$ cat src/rtl/dvi_pkg.sv
// rtl/dvi_pkg.sv - shared types and constants for DVI receive timing recovery
package dvi_pkg;
    localparam int CORDW_DEF = 10;
    localparam int COLRW_DEF = 4;
    localparam int H_ACTIVE  = 640;
    localparam int V_ACTIVE  = 480;

    typedef enum logic [1:0] {SEARCH, MEASURE, CHECK, LOCKED} rx_state_t;
endpackage

$ cat src/rtl/dvi_edge_detect.sv
// rtl/dvi_edge_detect.sv - two-flop input register with rise/fall/active-edge flags
module dvi_edge_detect #(
    parameter logic ACT = 1'b1
) (
    input  logic clk,
    input  logic rst_n,
    input  logic d,
    output logic q,
    output logic rise,
    output logic fall,
    output logic act_edge
);
    logic q1, q2;

    // Reset to the idle level so a release never fabricates an active edge.
    always_ff @(posedge clk or negedge rst_n) begin
        if (!rst_n) begin
            q1 <= ~ACT;
            q2 <= ~ACT;
        end else begin
            q1 <= d;
            q2 <= q1;
        end
    end

    assign q        = q1;
    assign rise     = q1 & ~q2;
    assign fall     = ~q1 & q2;
    assign act_edge = (q1 == ACT) && (q2 != ACT);
endmodule

$ cat src/rtl/dvi_timing_rx.sv
// rtl/dvi_timing_rx.sv - DVI receive timing recovery: coordinates, size measurement, lock
module dvi_timing_rx #(
    parameter int   CORDW       = dvi_pkg::CORDW_DEF,
    parameter int   COLRW       = dvi_pkg::COLRW_DEF,
    parameter logic SYNC_POL    = 1'b0,
    parameter int   LOCK_FRAMES = 2
) (
    input  logic             clk_pix,
    input  logic             reset_n_async_unsafe_i,
    input  logic             hsync_i,
    input  logic             vsync_i,
    input  logic             de_i,
    input  logic [COLRW-1:0] r_i,
    input  logic [COLRW-1:0] g_i,
    input  logic [COLRW-1:0] b_i,
    output logic [CORDW-1:0] sx_o,
    output logic [CORDW-1:0] sy_o,
    output logic [COLRW-1:0] r_o,
    output logic [COLRW-1:0] g_o,
    output logic [COLRW-1:0] b_o,
    output logic             pix_valid_o,
    output logic             line_o,
    output logic             frame_o,
    output logic             locked_o,
    output logic [CORDW-1:0] width_o,
    output logic [CORDW-1:0] height_o,
    output logic             err_o
);
    import dvi_pkg::*;

    localparam logic [CORDW-1:0] CMAX   = '1;
    localparam logic [3:0]       LOCK_N = 4'(LOCK_FRAMES);

    logic rst_n;
    assign rst_n = reset_n_async_unsafe_i;

    logic de1, de_rise, de_fall, de_act;
    logic vs1, vs_rise, vs_fall, vs_edge;
    logic hs1;
    logic [COLRW-1:0] r1, g1, b1;
    logic unused_flags;

    dvi_edge_detect #(.ACT(1'b1)) u_de (
        .clk(clk_pix), .rst_n(rst_n), .d(de_i),
        .q(de1), .rise(de_rise), .fall(de_fall), .act_edge(de_act)
    );

    dvi_edge_detect #(.ACT(SYNC_POL)) u_vs (
        .clk(clk_pix), .rst_n(rst_n), .d(vsync_i),
        .q(vs1), .rise(vs_rise), .fall(vs_fall), .act_edge(vs_edge)
    );

    assign unused_flags = &{1'b0, de_act, vs_rise, vs_fall};

    always_ff @(posedge clk_pix or negedge rst_n) begin
        if (!rst_n) begin
            hs1 <= ~SYNC_POL;
            r1  <= '0;
            g1  <= '0;
            b1  <= '0;
        end else begin
            hs1 <= hsync_i;
            r1  <= r_i;
            g1  <= g_i;
            b1  <= b_i;
        end
    end

    logic [CORDW-1:0] x_cnt, y_cnt, x_next, y_next, y_inc, frame_h, line_w;
    logic             line_bad, viol_v, viol_h;

    // x_next/y_next are the coordinates of the pixel now in stage 1.
    always_comb begin
        x_next = x_cnt;
        if (de_rise)
            x_next = '0;
        else if (de1 && x_cnt != CMAX)
            x_next = x_cnt + CORDW'(1);
        y_inc   = (y_cnt == CMAX) ? y_cnt : y_cnt + CORDW'(1);
        frame_h = de_fall ? y_inc : y_cnt;
        y_next  = vs_edge ? '0 : frame_h;
    end

    assign line_w   = x_cnt + CORDW'(1);
    assign line_bad = (x_cnt == CMAX);
    assign viol_v   = de1 && (vs1 == SYNC_POL);
    assign viol_h   = de1 && (hs1 == SYNC_POL);

    logic             ev_line, ev_bad, ev_frame, ev_vde, ev_hde;
    logic [CORDW-1:0] ev_w, ev_h;

    always_ff @(posedge clk_pix or negedge rst_n) begin
        if (!rst_n) begin
            x_cnt    <= '0;
            y_cnt    <= '0;
            ev_line  <= 1'b0;
            ev_bad   <= 1'b0;
            ev_w     <= '0;
            ev_frame <= 1'b0;
            ev_h     <= '0;
            ev_vde   <= 1'b0;
            ev_hde   <= 1'b0;
        end else begin
            x_cnt    <= x_next;
            y_cnt    <= y_next;
            ev_line  <= de_fall;
            ev_bad   <= de_fall && line_bad;
            ev_w     <= line_w;
            ev_frame <= vs_edge;
            ev_h     <= frame_h;
            ev_vde   <= viol_v;
            ev_hde   <= viol_h;
        end
    end

    rx_state_t        state;
    logic [CORDW-1:0] ref_w, ref_h;
    logic             have_w;
    logic [3:0]       match_cnt, match_inc;
    logic             w_mis, meas_mis;

    assign match_inc = match_cnt + 4'd1;
    assign w_mis     = ev_line && (ev_bad || ev_w != ref_w);
    assign meas_mis  = ev_line && (ev_bad || (have_w && ev_w != ref_w));

    always_ff @(posedge clk_pix or negedge rst_n) begin
        if (!rst_n) begin
            state     <= SEARCH;
            ref_w     <= '0;
            ref_h     <= '0;
            have_w    <= 1'b0;
            match_cnt <= '0;
            locked_o  <= 1'b0;
            err_o     <= 1'b0;
            width_o   <= '0;
            height_o  <= '0;
        end else begin
            err_o <= 1'b0;
            case (state)
                SEARCH: begin
                    if (ev_frame && !ev_vde && !ev_hde) begin
                        state  <= MEASURE;
                        have_w <= 1'b0;
                    end
                end
                MEASURE: begin
                    if (ev_vde || ev_hde || meas_mis) begin
                        state <= SEARCH;
                    end else begin
                        if (ev_line && !have_w) begin
                            ref_w  <= ev_w;
                            have_w <= 1'b1;
                        end
                        if (ev_frame) begin
                            if (ev_h == '0) begin
                                state <= SEARCH;
                            end else begin
                                ref_h     <= ev_h;
                                match_cnt <= '0;
                                state     <= CHECK;
                            end
                        end
                    end
                end
                CHECK: begin
                    if (ev_vde || ev_hde || w_mis) begin
                        state <= SEARCH;
                    end else if (ev_frame) begin
                        if (ev_h != ref_h) begin
                            state <= SEARCH;
                        end else if (match_inc == LOCK_N) begin
                            state    <= LOCKED;
                            locked_o <= 1'b1;
                            width_o  <= ref_w;
                            height_o <= ref_h;
                        end else begin
                            match_cnt <= match_inc;
                        end
                    end
                end
                LOCKED: begin
                    if (ev_vde || w_mis || (ev_frame && ev_h != ref_h)) begin
                        state    <= SEARCH;
                        locked_o <= 1'b0;
                        err_o    <= 1'b1;
                    end
                end
                default: state <= SEARCH;
            endcase
        end
    end

    logic pv;
    assign pv = de1 && (state == LOCKED);

    always_ff @(posedge clk_pix or negedge rst_n) begin
        if (!rst_n) begin
            pix_valid_o <= 1'b0;
            sx_o        <= '0;
            sy_o        <= '0;
            r_o         <= '0;
            g_o         <= '0;
            b_o         <= '0;
            line_o      <= 1'b0;
            frame_o     <= 1'b0;
        end else begin
            pix_valid_o <= pv;
            sx_o        <= x_next;
            sy_o        <= y_next;
            r_o         <= pv ? r1 : '0;
            g_o         <= pv ? g1 : '0;
            b_o         <= pv ? b1 : '0;
            line_o      <= pv && de_rise;
            frame_o     <= pv && de_rise && (y_next == '0);
        end
    end
endmodule

$ cat config.mk
export PLATFORM = sky130hd
export DESIGN_NAME = dvi_timing_rx
export DESIGN_NICKNAME = d
export VERILOG_FILES = /design/src/rtl/dvi_pkg.sv /design/src/rtl/dvi_edge_detect.sv /design/src/rtl/dvi_timing_rx.sv
export SDC_FILE = /design/constraint.sdc
export NUM_CORES = 1
export LEC_CHECK = 0
export ABC_AREA = 1
export CAP_MARGIN = 15
export CORE_ASPECT_RATIO = 1.5
export CORE_UTILIZATION = 55
export CTS_CLUSTER_DIAMETER = 100
export DETAILED_ROUTE_END_ITERATION = 8
export PLACE_DENSITY = 0.87
export SLEW_MARGIN = 0
export SYNTH_ARGS = -nofsm -noshare
export SYNTH_HDL_FRONTEND = slang
export SYNTH_SLANG_ARGS = --single-unit
$ cat constraint.sdc
create_clock -name clk_pix -period 2.3 [get_ports clk_pix]
set_clock_uncertainty 0.15 [all_clocks]
set_input_delay 0.69 -clock clk_pix [delete_from_list [all_inputs] [get_ports clk_pix]]
set_output_delay 0.69 -clock clk_pix [all_outputs]
set_load 0.01 [all_outputs]
== After elaboration in Yosys (flattened, before gate mapping) ==
Cells that the tools add are included.

* Latch bits: 0
* Memories kept: 0
* Memory bits (read-only): 0
* Register bits: 126
* Memory bits (writable): 0
* Logic and storage cells: 145

* Div/mod/pow operators: 0
* Multipliers: 0
* $add $sub $neg: 3
* Reduce and logical (&&, ||, !) cells: 39
* Bitwise gates (word level): 10
* Shift-type cells: 0
* Equal/unequal tests: 23
* Multiplexer cells: 38
* $lt $le $gt $ge: 0

{| class="wikitable"
|+ Operators with widths
! cell !! count
|-
| $mux 10 || 5
|-
| $mux 4 || 10
|-
| $ne 2x2->1 const B || 11
|-
| $add 10x1->10 const B || 2
|-
| $eq 10x10->1 const B || 2
|-
| $logic_not 10->1 || 2
|-
| $ne 10x10->1 || 2
|-
| $mux 2 || 9
|-
| $logic_and 1x1->1 || 15
|-
| $mux 1 || 10
|-
| $ne 10x10->1 const B || 1
|-
| $reduce_and 5->1 || 2
|-
| $not 1->1 || 8
|-
| $pmux 2 s4 || 1
|-
| $pmux 4 s2 || 1
|-
| $reduce_and 4->1 || 2
|-
| $reduce_and 8->1 || 1
|-
| $reduce_bool 2->1 || 4
|-
| $logic_or 1x1->1 || 7
|-
| $ne 3x3->1 const B || 2
|-
| $reduce_and 6->1 || 1
|-
| $add 4x1->4 const B || 1
|-
| $eq 2x2->1 const B || 2
|-
| $eq 4x2->1 const B || 1
|-
| other kinds (7) || 11
|}

== Logic depth before layout (Yosys ltp) ==
* Word-level depth: 7
* Mapped depth: 16

== Cells and area by module ==
A second synthesis with hierarchy kept.

* Cell total of the unflattened synthesis: 620
* Area total of the unflattened synthesis: 5507.8 um^2

{| class="wikitable"
|+ Modules (own cells, without submodules)
! module !! area an instance (um^2) !! times used !! cells an instance !! sequential area each (um^2)
|-
| dvi_timing_rx || 5360.1 || 1 || 606 || 3054.2
|-
| dvi_edge_detect (u_vs) || 75.1 || 1 || 7 || 52.6
|-
| dvi_edge_detect (u_de) || 72.6 || 1 || 7 || 50.0
|}

== Worst setup path before layout ==
OpenSTA, ideal clock, no wires.

* Path kind: reg-to-reg
* From: reg, netlist name sx_o[0]
* To: reg sx_o[2]
* Library setup time: 0.126 ns
* Data arrival time: 1.564 ns
* Cell stages (with the launch flop): 12
* Buffers on the path: 1
* Clock period less this slack: 1.840 ns
* Data required time: 2.024 ns
* Setup slack: 0.460 ns
* Cells stage by stage: dfrtp_1 ha_1 nand2_1 nor2_1 nand4_1 nor2_1 nand2_1 nor2_1 nor2_1 buf_2 nand3_1 o21ai_0

{| class="wikitable"
|+ RTL lines
! what !! line !! text
|-
| end signal: assignment || dvi_timing_rx.sv:208 || <nowiki>sx_o <= x_next;</nowiki>
|-
| end: declaration || dvi_timing_rx.sv:16 || <nowiki>output logic [CORDW-1:0] sx_o,</nowiki>
|}

== Worst setup path after layout ==
* From: reg sy_o[2]
* To: out sy_o[2]

{| class="wikitable"
|+ RTL lines
! what !! line !! text
|-
| start: declaration || dvi_timing_rx.sv:17 || <nowiki>output logic [CORDW-1:0] sy_o,</nowiki>
|-
| start signal: assignment || dvi_timing_rx.sv:209 || <nowiki>sy_o <= y_next;</nowiki>
|}

No word-level cell between the ends.

==> out/qor.yml <==
outcome:
  outcome: "completed"
die:
  die_h_um: 123
  core-area_um2: 9630
  top_level_ports: 74
  effective_utilization_at_floorplan_pct: 56.1
  chipWidth_um: 83.0
  placement_rows: 44
  die_area_um2: 10200
clock_network:
  cts_buffer_depth: 2
  cts_max_level: 4
  clock_pin_slew_reported_for_the_worst_setup_and_hold_paths_after_clock_tree_synthesis_ns: 0.06
  clock-sinks: 126
  clkLatencyLatePin_ns: 0.42
  cts_buffers: 17
  cts_tree: "built"
  cts-root-buf: "sky130_fd_sc_hd__clkbuf_16"
  hold_buffers: 0
power_and_ir_drop:
  max-vdd-ir-drop_v: 0.000755
  switching_power_mw: 1.87
  seqPwrFrac_pct: 40.7
  switching_share_pct: 29.1
  power_report.internal_total_mw: 4.56
  total_power_mw: 6.43
  clock_power_share_pct: 42.6
  p_leak_nw: 3.55
  pwr_density_cell_nw_per_um2: 925
  power_frac_comb_pct: 16.7
timing:
  rsz_0062_raised_after_global_routing: "no"
  period_utilization_pct: 98.8
  layout_min_cycle_time_ns: 2.27
  slew_violations: 0
  setup_violations_final: 0
  hold_viol: 0
  worst-slew-pin-transition_ns: 0.466
  timing.slew.headroom_pct: 68.6
  max_freq_ghz: 0.440
  timing.setup.tns_ns: 0
critical_path:
  crit_path_end_kind: "output pin"
  crit_path_max_fanout: 5
  critPathArrivalTime_ns: 1.43
  worstPathBufferInverterCount: 1
  crit_path_cell_trace: "clkdlybuf4s50_1"
  timing.critical_path.from_type: "register"
  required_time_of_the_critical_path_ns: 1.46
  reg2reg_slack_ns: 0.18
  worst_path_dominant_cell_family: "buffers and inverters"
  critical-path-max-stage-delay_ns: 0.58
  startpoint_to_endpoint_class_of_the_critical_path: "reg2out"
  critPathSlowestCell: "sky130_fd_sc_hd__clkdlybuf4s50_1"
route:
  routed_wire_length_per_instance_um: 14.7
  dr_total_vias: 4265
  initial_drc_count: 296
  drtPass1Iterations: 5
  detail_route.vias_per_cell: 5.25
  postRouteWirelength_um: 11900
  drt_drc_violations_left: 0
  antenna_violating_nets_post_route: 0
place:
  place_congestion: 0.922
  port_buffers: 73
  place.detailed.hpwl_um: 8190
yosys:
  synth_warnings: 0
  number_of_flops_mapped_to_enable_cells_by_yosys: 0
  yosys.cell_count.top_type: "sky130_fd_sc_hd__nand2_1"
  synth_cell_type_count: 33
  synth_flop_cell: "sky130_fd_sc_hd__dfrtp_1"
  synth.largest_area_cell: "sky130_fd_sc_hd__dfrtp_1"
  syn_avg_cell_area_um2: 9.15
  postSynthRegisterBits: 126
  post_synth_instance_area_um2: 5410
  synth.yosys.seq_area_share_pct: 58.4
  ys_async_sr_fraction_pct: 100
  synthDominantCellAreaShare_pct: 56.9
  syn_nets: 612
  synthCells: 591
  netlist_top_cells_count: "160 x sky130_fd_sc_hd__nand2_1, 123 x sky130_fd_sc_hd__dfrtp_1, 83 x sky130_fd_sc_hd__inv_1"
  ys_top_cells_by_area: "sky130_fd_sc_hd__dfrtp_1 57%, sky130_fd_sc_hd__nand2_1 11%, sky130_fd_sc_hd__inv_1 5.8%"
cells_and_area:
  num_antenna_cells: 0
  fin_nets: 705
  multi_input_area_um2: 1840
  areaGrowthSynthToFinish_pct: 28.5
  final.fill_count: 626
  layout.area.seq_um2: 3160
  drive_above_1_share_pct: 14.2
grt:
  globalRoute.totalOverflow: 0
  via_count_of_the_first_global_routing_pass: 4257
  grt_start_max_net_pins: 38
  antenna_found_initial: 0
  grt_util_all_layers_pct: 25.2
  first_pass_grt_wire_length_um: 19700
run:
  drv.max_cap_violation_count: 0
hold_path:
  holdCritPathClass: "in2async"
==> cell families (layout without fill, tap and decap cells) <==
| logic type | count (synthesis) | in the layout | share of synthesized area, % |
|---|---|---|---|
| buf+inv | 107 | 213 | 8.05 |
| simple gates | 278 | 278 | 23.0 |
| flops | 126 | 126 | 58.4 |
| fa+ha+maj | 4 | 4 | 0.926 |
| compound gates | 54 | 54 | 6.11 |
| xor+xnor | 22 | 22 | 3.56 |
==> metrics by stage <==
stage	util, %	cells	hold WS, ns	worst slack [ns]	area, um^2
final	72.1	812	0.0222	0.0282	6950
after global routing	72.1	812	0.0349	0.00468	6950
after CTS	71.6	809	0.0204	0.00224	6900
after detailed placement	65.2	777	0.220	0.134	6280
after global placement	65.2	777	0.220	0.290	6280
after floorplan	-	591	0.211	0.460	5410
==> cell usage in the layout, fill, tap and decap left out, types with 3 or more instances in the layout <==
master,count
sky130_fd_sc_hd__buf_4,8
sky130_fd_sc_hd__ha_1,4
sky130_fd_sc_hd__clkinvlp_4,3
sky130_fd_sc_hd__nand2_1,159
sky130_fd_sc_hd__inv_2,16
sky130_fd_sc_hd__nor2_1,55
sky130_fd_sc_hd__a21oi_1,7
sky130_fd_sc_hd__clkinv_4,3
sky130_fd_sc_hd__inv_1,83
sky130_fd_sc_hd__o21ai_0,13
sky130_fd_sc_hd__clkbuf_16,17
sky130_fd_sc_hd__nand2_2,4
sky130_fd_sc_hd__nand3_1,29
sky130_fd_sc_hd__nor2_2,4
sky130_fd_sc_hd__clkdlybuf4s50_1,71
sky130_fd_sc_hd__nand4_1,10
sky130_fd_sc_hd__inv_6,3
sky130_fd_sc_hd__xor2_1,18
sky130_fd_sc_hd__dfrtp_2,4
sky130_fd_sc_hd__dfstp_2,3
sky130_fd_sc_hd__o21ai_2,13
sky130_fd_sc_hd__o21ai_1,14
sky130_fd_sc_hd__dfrtp_1,119
sky130_fd_sc_hd__xnor2_1,4
sky130_fd_sc_hd__bufinv_16,3
sky130_fd_sc_hd__o22ai_1,6
==> final timing paths <==
check	endpoint	startpoint	cells after the start
worst max-delay path	sy_o[2]	sy_o[2]$_DFF_PN0_	1
worst min-delay path	height_o[8]$_DFFE_PN0P_	reset_n_async_unsafe_i	1
worst max register to register	match_cnt[0]$_DFFE_PN0P_	ref_w[9]$_DFFE_PN0P_	14
worst min register to register	u_vs.q2$_DFF_PN1_	u_vs.q$_DFF_PN1_	0
max in group asynchronous	hs1$_DFF_PN1_	reset_n_async_unsafe_i	2
min in group clk_pix	u_vs.q2$_DFF_PN1_	u_vs.q$_DFF_PN1_	0
==> metal layers <==
layer,share of wire (%),vias up,GRT usage [%],wire length (um)
li1,-,2016,-,-
met1,36,2061,26.3,4290
met2,56,158,45.9,6710
met3,5.5,30,8.08,656
met4,2.3,0,12.1,274
met5,0,-,0,0
==> power by group through the flow <==
| stage | clock network, mW | registers, mW | logic (mW) |
|---|---|---|---|
| 2_1_floorplan | 0 | 2.63 | 0.658 |
| 4_1_cts | 2.77 | 2.61 | 1.05 |
| 5_1_grt | 2.89 | 2.64 | 1.20 |
| 3_5_place_dp | 0 | 2.64 | 1.02 |
| 6_report | 2.74 | 2.61 | 1.07 |
| 3_3_place_gp | 0 | 2.63 | 0.969 |
==> sequential cells by signal, indices dropped and copies added, names as in the netlist, 10 cells and up <==
| name | count |
|---|---|
| width_o | 10 |
| ev_w | 10 |
| sx_o | 10 |
| ref_h | 10 |
| ev_h | 10 |
| ref_w | 10 |
| height_o | 10 |
| sy_o | 10 |
==> final cells by class <==
class,instances,share of cell area (%)
flip-flops and latches,126,45.5
multi-input cells,358,26.4
repair buffers,82,11.8
clock buffers,17,6.12
inverters,99,5.35
clock inverters,15,2.68
well taps,115,2.07
==> timing repair <==
item                                   4_1_cts  5_1_grt
gates resized for setup                      0        9
setup endpoints to repair                    0       21
endpoints found under the hold margin        0        0
buffers inserted                             0        3
Note: power is estimated with default switching activity, not from simulation.
